## config.mk

```make
export PLATFORM = sky130hd
export DESIGN_NAME = vx_secded_dec_pipe
export DESIGN_NICKNAME = d
export VERILOG_FILES = /design/src/rtl/vx_ecc_pkg.sv /design/src/rtl/vx_secded_lane.sv /design/src/rtl/vx_secded_dec_pipe.sv
export SDC_FILE = /design/constraint.sdc
export NUM_CORES = 2
export LEC_CHECK = 0
export BUFFER_PORTS_ARGS = -buffer_cell sky130_fd_sc_hd__buf_2
export CAP_MARGIN = 0
export CORE_AREA = 8 8 437 439
export CTS_BUF_LIST = sky130_fd_sc_hd__clkbuf_4
export DETAILED_ROUTE_END_ITERATION = 8
export DIE_AREA = 0 0 445 447
export SETUP_SLACK_MARGIN = 0.4
export SLEW_MARGIN = 20
export SYNTH_ARGS = -nofsm -noshare
export SYNTH_HDL_FRONTEND = slang
export SYNTH_SLANG_ARGS = --single-unit
```

## constraint.sdc

```tcl
create_clock -name clk -period 30.2 [get_ports clk]
set_clock_uncertainty 0.2 [all_clocks]
set_input_delay 1.51 -clock clk [delete_from_list [all_inputs] [get_ports clk]]
set_output_delay 1.51 -clock clk [all_outputs]
set_load 0.02 [all_outputs]
```

## src/rtl/vx_ecc_pkg.sv

```systemverilog
// Shared SECDED helpers: codeword width derivation, data-bit placement and lane status.
package vx_ecc_pkg;

    typedef enum logic [1:0] {
        LANE_CLEAN     = 2'd0,
        LANE_CORRECTED = 2'd1,
        LANE_INVALID   = 2'd2
    } lane_status_e;

    // Smallest r with 2^r >= data_bits + r + 1.
    function automatic int calc_hamming_bits(input int data_bits);
        int r;
        r = 1;
        while ((1 << r) < data_bits + r + 1) begin
            r = r + 1;
        end
        return r;
    endfunction

    function automatic int calc_encoded_bits(input int data_bits);
        return data_bits + calc_hamming_bits(data_bits) + 1;
    endfunction

    // Hamming position (1-based) that holds data bit idx: the idx-th non-power-of-two position.
    function automatic int data_position(input int idx);
        int pos;
        int cnt;
        pos = 0;
        cnt = -1;
        while (cnt < idx) begin
            pos = pos + 1;
            if ((pos & (pos - 1)) != 0) begin
                cnt = cnt + 1;
            end
        end
        return pos;
    endfunction

endpackage

```

## src/rtl/vx_secded_lane.sv

```systemverilog
// One SECDED lane: syndrome/parity/extract on the raw codeword, then classify and
// correct using the syndrome, parity and data held in the first pipeline stage.
module vx_secded_lane
    import vx_ecc_pkg::*;
#(
    parameter int DATA_BITS    = 128,
    parameter int HAMMING_BITS = calc_hamming_bits(DATA_BITS),
    parameter int ENCODED_BITS = calc_encoded_bits(DATA_BITS)
) (
    input  logic [ENCODED_BITS-1:0] raw_code,
    output logic [HAMMING_BITS-1:0] raw_syndrome,
    output logic                    raw_parity,
    output logic [DATA_BITS-1:0]    raw_data,
    input  logic [DATA_BITS-1:0]    held_data,
    input  logic [HAMMING_BITS-1:0] syndrome,
    input  logic                    parity,
    output logic [DATA_BITS-1:0]    data,
    output lane_status_e            status
);

    function automatic logic [ENCODED_BITS-1:0] syndrome_mask(input int bit_idx);
        logic [ENCODED_BITS-1:0] m;
        m = '0;
        for (int pos = 1; pos < ENCODED_BITS; pos++) begin
            if (((pos >> bit_idx) & 1) != 0) begin
                m[pos-1] = 1'b1;
            end
        end
        return m;
    endfunction

    logic flip;

    genvar gi;
    generate
        for (gi = 0; gi < HAMMING_BITS; gi++) begin : g_syn
            localparam logic [ENCODED_BITS-1:0] SYN_MASK = syndrome_mask(gi);
            assign raw_syndrome[gi] = ^(raw_code & SYN_MASK);
        end
    endgenerate

    assign raw_parity = ^raw_code;

    // Odd parity means a single (correctable) error unless the syndrome points outside the word.
    always_comb begin
        flip   = 1'b0;
        status = LANE_CLEAN;
        if (parity) begin
            if (syndrome == '0) begin
                status = LANE_CORRECTED;
            end else if (int'(syndrome) < ENCODED_BITS) begin
                status = LANE_CORRECTED;
                flip   = 1'b1;
            end else begin
                status = LANE_INVALID;
            end
        end else if (syndrome != '0) begin
            status = LANE_INVALID;
        end
    end

    // Check-bit positions are never flipped into data, so only data positions are corrected.
    generate
        for (gi = 0; gi < DATA_BITS; gi++) begin : g_data
            localparam int POS = data_position(gi);
            assign raw_data[gi] = raw_code[POS-1];
            assign data[gi]     = held_data[gi] ^ (flip & (syndrome == HAMMING_BITS'(POS)));
        end
    endgenerate

endmodule

```

## src/rtl/vx_secded_dec_pipe.sv

```systemverilog
// Two-stage multi-lane SECDED decoder with ready/valid flow control, saturating
// error counters and a first-uncorrectable-error log.
module vx_secded_dec_pipe
    import vx_ecc_pkg::*;
#(
    parameter int DATA_BITS = 128,
    parameter int LANES     = 4,
    parameter int TAG_BITS  = 8,
    parameter int CNT_BITS  = 16,
    localparam int HAMMING_BITS = calc_hamming_bits(DATA_BITS),
    localparam int ENCODED_BITS = calc_encoded_bits(DATA_BITS),
    localparam int LANE_BITS    = (LANES > 1) ? $clog2(LANES) : 1
) (
    input  logic                          clk,
    input  logic                          reset,
    input  logic                          in_valid,
    output logic                          in_ready,
    input  logic [LANES*ENCODED_BITS-1:0] in_data,
    input  logic [TAG_BITS-1:0]           in_tag,
    output logic                          out_valid,
    input  logic                          out_ready,
    output logic [LANES*DATA_BITS-1:0]    out_data,
    output logic [TAG_BITS-1:0]           out_tag,
    output logic [LANES-1:0]              out_corrected,
    output logic [LANES-1:0]              out_invalid,
    output logic [CNT_BITS-1:0]           cnt_corr,
    output logic [CNT_BITS-1:0]           cnt_uncorr,
    input  logic                          clr,
    output logic                          log_valid,
    output logic [TAG_BITS-1:0]           log_tag,
    output logic [LANE_BITS-1:0]          log_lane,
    output logic [HAMMING_BITS-1:0]       log_syndrome,
    output logic                          irq
);

    logic [LANES*HAMMING_BITS-1:0] raw_syndrome;
    logic [LANES-1:0]              raw_parity;
    logic [LANES*DATA_BITS-1:0]    raw_data;
    logic [LANES*DATA_BITS-1:0]    lane_data;
    lane_status_e                  lane_status [LANES];
    logic [LANES-1:0]              lane_corrected;
    logic [LANES-1:0]              lane_invalid;

    logic                          s1_valid_reg;
    logic [LANES*DATA_BITS-1:0]    s1_data_reg;
    logic [LANES*HAMMING_BITS-1:0] s1_syndrome_reg;
    logic [LANES-1:0]              s1_parity_reg;
    logic [TAG_BITS-1:0]           s1_tag_reg;

    logic                          out_valid_reg;
    logic [LANES*DATA_BITS-1:0]    out_data_reg;
    logic [TAG_BITS-1:0]           out_tag_reg;
    logic [LANES-1:0]              out_corrected_reg;
    logic [LANES-1:0]              out_invalid_reg;
    logic [LANES*HAMMING_BITS-1:0] s2_syndrome_reg;

    logic [CNT_BITS-1:0]     cnt_corr_reg, cnt_corr_next;
    logic [CNT_BITS-1:0]     cnt_uncorr_reg, cnt_uncorr_next;
    logic                    log_valid_reg, log_valid_next;
    logic [TAG_BITS-1:0]     log_tag_reg, log_tag_next;
    logic [LANE_BITS-1:0]    log_lane_reg, log_lane_next;
    logic [HAMMING_BITS-1:0] log_syndrome_reg, log_syndrome_next;
    logic                    irq_reg;

    logic s1_advance, s2_advance, in_fire, out_fire;
    logic any_corr, any_inv, log_capture;
    logic [LANE_BITS-1:0]    first_lane;
    logic [HAMMING_BITS-1:0] first_syndrome;

    genvar gi;
    generate
        for (gi = 0; gi < LANES; gi++) begin : g_lane
            vx_secded_lane #(
                .DATA_BITS    (DATA_BITS),
                .HAMMING_BITS (HAMMING_BITS),
                .ENCODED_BITS (ENCODED_BITS)
            ) u_lane (
                .raw_code     (in_data[gi*ENCODED_BITS +: ENCODED_BITS]),
                .raw_syndrome (raw_syndrome[gi*HAMMING_BITS +: HAMMING_BITS]),
                .raw_parity   (raw_parity[gi]),
                .raw_data     (raw_data[gi*DATA_BITS +: DATA_BITS]),
                .held_data    (s1_data_reg[gi*DATA_BITS +: DATA_BITS]),
                .syndrome     (s1_syndrome_reg[gi*HAMMING_BITS +: HAMMING_BITS]),
                .parity       (s1_parity_reg[gi]),
                .data         (lane_data[gi*DATA_BITS +: DATA_BITS]),
                .status       (lane_status[gi])
            );
            assign lane_corrected[gi] = (lane_status[gi] == LANE_CORRECTED);
            assign lane_invalid[gi]   = (lane_status[gi] == LANE_INVALID);
        end
    endgenerate

    assign s2_advance = !out_valid_reg || out_ready;
    assign s1_advance = !s1_valid_reg || s2_advance;
    assign in_ready   = reset && s1_advance;
    assign in_fire    = in_valid && in_ready;
    assign out_fire   = out_valid_reg && out_ready;

    always_ff @(posedge clk) begin
        if (!reset) begin
            s1_valid_reg  <= 1'b0;
            out_valid_reg <= 1'b0;
        end else begin
            if (s1_advance) s1_valid_reg  <= in_fire;
            if (s2_advance) out_valid_reg <= s1_valid_reg;
        end
    end

    // Payload registers only move with their valid, so they need no reset.
    always_ff @(posedge clk) begin
        if (in_fire) begin
            s1_data_reg     <= raw_data;
            s1_syndrome_reg <= raw_syndrome;
            s1_parity_reg   <= raw_parity;
            s1_tag_reg      <= in_tag;
        end
        if (s2_advance && s1_valid_reg) begin
            out_data_reg      <= lane_data;
            out_tag_reg       <= s1_tag_reg;
            out_corrected_reg <= lane_corrected;
            out_invalid_reg   <= lane_invalid;
            s2_syndrome_reg   <= s1_syndrome_reg;
        end
    end

    always_comb begin
        any_corr          = |out_corrected_reg;
        any_inv           = |out_invalid_reg;
        cnt_corr_next     = cnt_corr_reg;
        cnt_uncorr_next   = cnt_uncorr_reg;
        first_lane        = '0;
        first_syndrome    = '0;
        log_valid_next    = log_valid_reg;
        log_tag_next      = log_tag_reg;
        log_lane_next     = log_lane_reg;
        log_syndrome_next = log_syndrome_reg;

        if (clr) begin
            cnt_corr_next   = '0;
            cnt_uncorr_next = '0;
        end else if (out_fire) begin
            if (any_corr && (cnt_corr_reg != {CNT_BITS{1'b1}}))
                cnt_corr_next = cnt_corr_reg + CNT_BITS'(1);
            if (any_inv && (cnt_uncorr_reg != {CNT_BITS{1'b1}}))
                cnt_uncorr_next = cnt_uncorr_reg + CNT_BITS'(1);
        end

        // Descending scan so the lowest invalid lane is the one left standing.
        for (int i = LANES - 1; i >= 0; i--) begin
            if (out_invalid_reg[i]) begin
                first_lane     = LANE_BITS'(i);
                first_syndrome = s2_syndrome_reg[i*HAMMING_BITS +: HAMMING_BITS];
            end
        end

        log_capture = out_fire && any_inv && (!log_valid_reg || clr);
        if (log_capture) begin
            log_valid_next    = 1'b1;
            log_tag_next      = out_tag_reg;
            log_lane_next     = first_lane;
            log_syndrome_next = first_syndrome;
        end else if (clr) begin
            log_valid_next    = 1'b0;
            log_tag_next      = '0;
            log_lane_next     = '0;
            log_syndrome_next = '0;
        end
    end

    always_ff @(posedge clk) begin
        if (!reset) begin
            cnt_corr_reg     <= '0;
            cnt_uncorr_reg   <= '0;
            log_valid_reg    <= 1'b0;
            log_tag_reg      <= '0;
            log_lane_reg     <= '0;
            log_syndrome_reg <= '0;
            irq_reg          <= 1'b0;
        end else begin
            cnt_corr_reg     <= cnt_corr_next;
            cnt_uncorr_reg   <= cnt_uncorr_next;
            log_valid_reg    <= log_valid_next;
            log_tag_reg      <= log_tag_next;
            log_lane_reg     <= log_lane_next;
            log_syndrome_reg <= log_syndrome_next;
            irq_reg          <= log_valid_next;
        end
    end

    assign out_valid     = out_valid_reg;
    assign out_data      = out_data_reg;
    assign out_tag       = out_tag_reg;
    assign out_corrected = out_corrected_reg;
    assign out_invalid   = out_invalid_reg;
    assign cnt_corr      = cnt_corr_reg;
    assign cnt_uncorr    = cnt_uncorr_reg;
    assign log_valid     = log_valid_reg;
    assign log_tag       = log_tag_reg;
    assign log_lane      = log_lane_reg;
    assign log_syndrome  = log_syndrome_reg;
    assign irq           = irq_reg;

endmodule

```

[Word level (Yosys, flattened, before mapping)]
Cells that the tools add are included.
Operators by class
  add/subtract/negate cells: 2
  multiply operators: 0
  divide/modulo/power cells: 0
  magnitude comparators: 4
  equal/unequal tests: 522
  shift operators: 0
  multiplexer cells: 43
  bitwise gates (word level): 1025
  reductions and logical operators: 64
Operators with widths (count)
  $reduce_xor 137->1: 36
  $eq 8x7->1 const B: 252
  $eq 8x6->1 const B: 124
  $and 1x1->1: 512
  $xor 1x1->1: 512
  $eq 8x5->1 const B: 60
  $eq 8x8->1 const B: 32
  $eq 8x4->1 const B: 28
  $eq 8x3->1 const B: 12
  $mux 8: 7
  $mux 2: 22
  $add 16x1->16 const B: 2
  $eq 8x2->1 const B: 4
  $logic_not 8->1: 4
  $lt 8x8->1 const B: 4
  $ne 16x16->1 const B: 2
  $reduce_bool 8->1: 4
  $mux 1: 14
  $eq 2x1->1 const B: 4
  $eq 2x2->1 const B: 4
  $logic_and 1x1->1: 8
  $reduce_or 4->1: 2
  $reduce_and 2->1: 2
  $logic_not 1->1: 3
  4 further kinds: 6
Storage, ports and cells
  bits in registers: 1169
  bits in latches: 0
  memory bits (writable): 0
  bits in read-only memories: 0
  word-level logic and storage cells: 1677
  memories: 0

[Longest topological paths before layout]
  word-level depth: 6
  mapped depth: 9

[By module]
Synthesis repeated with hierarchy kept, for this count alone.
Second synthesis, totals
  cell total of the unflattened synthesis: 4314
  area, all modules: 58443.6 µm²
By module, submodules not included
  vx_secded_dec_pipe: times used 1, cells each 1444, area each 36307.3 µm²
  vx_secded_lane at g_lane[1].u_lane ...: times used 3, cells each 719, area each 5551.6 µm²
  vx_secded_lane at g_lane[0].u_lane: times used 1, cells each 713, area each 5481.5 µm²

[Least setup slack after synthesis]
Ideal clock, no wire load.
  path kind: input port to flip-flop
  from: input out_ready
  to: register out_corrected_reg[0] (netlist: out_corrected[0]) (enable)
  setup time: 1.566 ns
  arrival time: 26.252 ns
  required time: 28.434 ns
  path slack: 2.183 ns
  stages on the path: 2
  cell sequence: nor2b_1 -> nor2b_1
Between the ends
  cells in the longest elaborated chain, start to end: 2
RTL lines
  start, declared: RTL line vx_secded_dec_pipe.sv:21  | input logic out_ready,
  $logic_or 1x1->1: RTL line vx_secded_dec_pipe.sv:93  | assign s2_advance = !out_valid_reg || out_ready;
  $logic_and 1x1->1: RTL line vx_secded_dec_pipe.sv:117  | if (s2_advance && s1_valid_reg) begin
  end signal, assigned: RTL line vx_secded_dec_pipe.sv:120  | out_corrected_reg <= lane_corrected;
  end, declared: RTL line vx_secded_dec_pipe.sv:53  | logic [LANES-1:0] out_corrected_reg;
Every way passes these cells.
A chain may end at the register's enable or synchronous reset.

[Worst setup path after layout]
  from: input reset
  to: register s1_data_reg[118] (enable)
Between the ends
  cells in the longest elaborated chain, start to end: 2
RTL lines
  start, declared: RTL line vx_secded_dec_pipe.sv:15  | input logic reset,
  $logic_and 1x1->1: RTL line vx_secded_dec_pipe.sv:95  | assign in_ready = reset && s1_advance;
  $logic_and 1x1->1: RTL line vx_secded_dec_pipe.sv:96  | assign in_fire = in_valid && in_ready;
  named net in_fire: RTL line vx_secded_dec_pipe.sv:65  | logic s1_advance, s2_advance, in_fire, out_fire;
  end signal, assigned: RTL line vx_secded_dec_pipe.sv:112  | s1_data_reg <= raw_data;
  end, declared: RTL line vx_secded_dec_pipe.sv:45  | logic [LANES*DATA_BITS-1:0] s1_data_reg;
The timed path passes the listed nets, and every way through them passes these cells.

==> impl.org <==
** STA
- On the final layout, the worst hold slack is about 180 ps.
- At the pin with the least slew margin, the transition time is approximately 1200 ps.
- The worst path needs around 4400 ps of the cycle, external delays included.
- Final Max Slew Viols :: 0
- Measured against its own limit, the worst slew margin works out to approximately 22%.
- Final total negative setup slack :: 0 ps
- Static timing analysis puts the maximum clock frequency at ~230 MHz.
- Hold violation total from the final report :: 0
- Setup violations remaining at the end of the flow were counted as 0.
- Setup repair after global routing left no endpoint under its margin.
- Of the available clock period, the critical path in the final layout requires between 10 and 15%.

** CTS
- TritonCTS built the clock tree.
- Number of gates given a new drive strength after cts :: 0
- Worst-skew pair later-pin latency :: between 1000 and 1500 ps
- Clock-pin slew was measured on the worst setup and hold paths at 60 ps.
- Clock H-tree levels :: 5
- Number of clock sinks :: approximately 1200
- The number of clock buffers added by TritonCTS is 341.
- Number of buffers on the longest clock path :: 4
- CTS placed an instance of sky130_fd_sc_hd__clkbuf_4 at the clock tree root.

** Detailed routing
- The detail route stage leaves a number of antenna-violating nets equal to 0.
- For this block, the routed nets add up to approximately 230000 um of wire.
- Average detailed-routed wire length per instance :: roughly 29 um
- Vias per inst :: 4.70
- In this run, the number of DRC markers left after iteration 0 of detailed routing was 3760.
- For this run, design rule violations remaining after detail routing come to 0.
- The first detailed-routing pass ran for 6 iterations.
- Vias after detailed routing :: approximately 38000

** Power
- Maximum vdd ir drop :: about 42 uV
- Static leakage :: about 26 nW
- Power, Total :: between 4 and 5 mW
- Power density normalized to cell area :: 72.6 mW/mm^2

** Floorplanning
- The floorplan step set the die width to around 450 um.
- The die is roughly 450 um tall.
- Overall die area :: slightly below 0.2 mm^2
- Total number of placement rows :: between 150 and 200
- The floorplan step defined a core boundary enclosing ~0.18 mm^2.
- For this configuration, the core starts out at a cell density of a little under 30%.
- During I/O placement, the number of pins put on the boundary was ~1100.

** Synthesis
- Among all cell types in the netlist, the one instantiated most often is sky130_fd_sc_hd__edfxtp_1.
- Counting flops and latches in the post-synthesis netlist gives 1169.
- During synthesis, Yosys emitted a total of 0 warnings.
- For this run, the register share of the synthesized area comes to 63.5%.
- Number of nets produced by synthesis :: about 4300
- Synthesized cell area :: 0.0544 mm^2
- Per-instance average area after synthesis :: roughly 14 um^2
- In this run, distinct cell masters in the synthesized netlist total 48.
- Largest cells by area after synthesis :: sky130_fd_sc_hd__edfxtp_1 62%, sky130_fd_sc_hd__xnor2_1 17%, sky130_fd_sc_hd__xor2_1 6.1%, sky130_fd_sc_hd__xnor3_1 4.2%, sky130_fd_sc_hd__nor2_1 2.3%
- Leading cell types by count after synthesis :: 1116 x sky130_fd_sc_hd__edfxtp_1, 1040 x sky130_fd_sc_hd__xnor2_1, 380 x sky130_fd_sc_hd__xor2_1
- Synthesis produced about 3800 cells.
- The synthesized design spends more area on one cell type than any other, namely sky130_fd_sc_hd__edfxtp_1.
- Yosys mapped a number of flops with a built-in enable equal to ~1100.
- For this run, the leading register cell type out of synthesis is sky130_fd_sc_hd__edfxtp_1.
- Share of the synthesized area in the top cell type :: between 60% and 70%
- Counting flops with an async set or reset pin after synthesis yields a share of 0%.

** Place
- Routability-driven placement finished with a final weighted congestion of between 0.9 and 1.
- PortBufs :: approximately 1100
- Number of cells in the design after placement :: 7347
- After legalization and detailed placement, the total HPWL measured 183000 um.

** Cells and area
- The post-route netlist has a little under a third of its cells at a drive strength greater than 1.
- Once layout is complete, the cells apart from fillers number 8086.
- Total number of nets in the final design :: 5900
- Area growth from synthesis to layout :: 26.3%

** Hold path
- Number of cells on the worst hold path :: 0
- Endpoint of the worst hold-timing path :: out_tag[5]
- The path class of the tightest hold or removal check is flop to flop.
- The startpoint identified for the worst hold timing path is s1_tag_reg[5].

** Setup path
- STA classifies the critical path endpoint as a flop.
- Critical Path Start Type :: input pin
- The largest individual stage delay along the critical path comes from the cell sky130_fd_sc_hd__buf_4.
- The critical path is of the input pin to flop type.
- In this run the worst path has a maximum fanout of around 170.
- In this run the register-to-register setup slack is 26010 ps.
- In this run the critical register-to-register path is launched from out_valid.
- The number of cells on the worst reg-to-reg path is 5.
- Crit path cell chain :: buf_2, a21boi_0, and2_4, buf_12, buf_4
- For the worst setup path, the data required time is a little over 30000 ps.
- The worst register-to-register path ends at s1_data_reg[118].
- Crit path arrival time :: around 5000 ps
- Delay contributed by the slowest stage of the critical path :: approximately 960 ps

** GRT
- Global-route wire length before repair :: between 300000 and 400000 um
- Number of antenna violations at the first check in global routing :: between 50 and 60
- The number of global-route vias before repair is roughly 38000.
- Entering global routing, the biggest net connects roughly 170 pins.
- Overall Global Routing Usage :: roughly 22%
- Overflow after GRT :: 0

** Status
- Result of the run :: finished, final reports clean

** Job
- Max-capacitance violation count :: 0
through the flow:
stage	util (%)	setup WS, ps	area (um^2)
3_3_place_gp	34.3	24490	63200
5_1_grt	37.3	25750	68700
3_5_place_dp	34.3	24430	63200
2_1_floorplan	-	2180	54400
6_report	37.3	25840	68700
4_1_cts	37.2	25770	68600
critical path, delay by kind of cell:
kind | cells | cell delay (ps)
AO/OA/AOI/OAI | 1 | 340
buffers and inverters | 3 | 2010
AND/OR/NAND/NOR | 1 | 820
layout by cell type (no fill, tap or decap), types with 13 or more instances in the layout:
master,n
sky130_fd_sc_hd__nor2b_1,31
sky130_fd_sc_hd__buf_4,32
sky130_fd_sc_hd__nor2_1,338
sky130_fd_sc_hd__nand4_1,13
sky130_fd_sc_hd__nand3_1,56
sky130_fd_sc_hd__clkinv_1,53
sky130_fd_sc_hd__xor2_1,380
sky130_fd_sc_hd__nor3_1,31
sky130_fd_sc_hd__and3_1,17
sky130_fd_sc_hd__nand2_1,337
sky130_fd_sc_hd__buf_2,1142
sky130_fd_sc_hd__xnor3_1,102
sky130_fd_sc_hd__edfxtp_1,1116
sky130_fd_sc_hd__xnor2_1,1040
sky130_fd_sc_hd__dlygate4sd3_1,127
sky130_fd_sc_hd__diode_2,39
sky130_fd_sc_hd__a31oi_1,13
sky130_fd_sc_hd__nand2b_1,30
sky130_fd_sc_hd__clkbuf_4,500
sky130_fd_sc_hd__dfxtp_1,53
logic make-up (layout without fill, tap and decap cells):
family / after synthesis / in the layout / synth area share (%)
AO/OA/AOI/OAI: 78 / 78 / 0.957
AND/OR/NAND/NOR: 896 / 896 / 7.04
XOR/XNOR: 1538 / 1538 / 27.8
other: 0 / 39 / 0
multiplexers: 2 / 2 / 0.0368
adder cells (fa/ha/maj): 2 / 2 / 0.0460
buffers and inverters: 89 / 1882 / 0.621
flip-flops: 1169 / 1169 / 63.5
how the worst max path moves through the flow:
stage                     startpoint  cells past startpoint          endpoint  slack (ps)
after global placement         reset                      5   s1_data_reg[29]       24490
after CTS                  out_valid                      3          in_ready       25770
after floorplan            out_ready                      2  out_corrected[0]        2180
after global routing       out_valid                      3          in_ready       25750
after detailed placement       reset                      5   s1_data_reg[29]       24430
final                          reset                      5  s1_data_reg[118]       25840
metal layers:
layer	GRT usage, %	part of all wire [%]	up-vias
met1	26.8	38	19039
met2	36.6	48	2105
li1	-	-	16345
met5	0	0.025	-
met3	5.99	8.4	501
met4	10.7	5.1	8
power breakdown:
part	leakage, nW	internal (mW)	switching [mW]	total [mW]
clock	2.50	0.778	0.712	1.49
combinational	12.2	0.658	0.761	1.42
sequential	10.9	1.95	0.129	2.08
total	25.6	3.39	1.60	4.99
area by class of cell:
cell class | instances | area [um^2]
Inverter | 7 | 26.3
Sequential cell | 1169 | 34600
Tap cell | 2480 | 3100
Multi-Input combinational cell | 2516 | 19500
Fill cell | 18231 | 116000
Antenna cell | 39 | 97.6
Timing Repair Buffer | 1302 | 7250
Clock buffer | 500 | 3750
Clock inverter | 73 | 369
timing repair:
action / 4_1_cts / 5_1_grt
endpoints found under the setup margin: 0 / 0
endpoints found under the hold margin: 127 / 0
hold buffers: 127 / 0
buffers inserted: 0 / 0
Note: power is estimated with default switching activity, not from simulation.
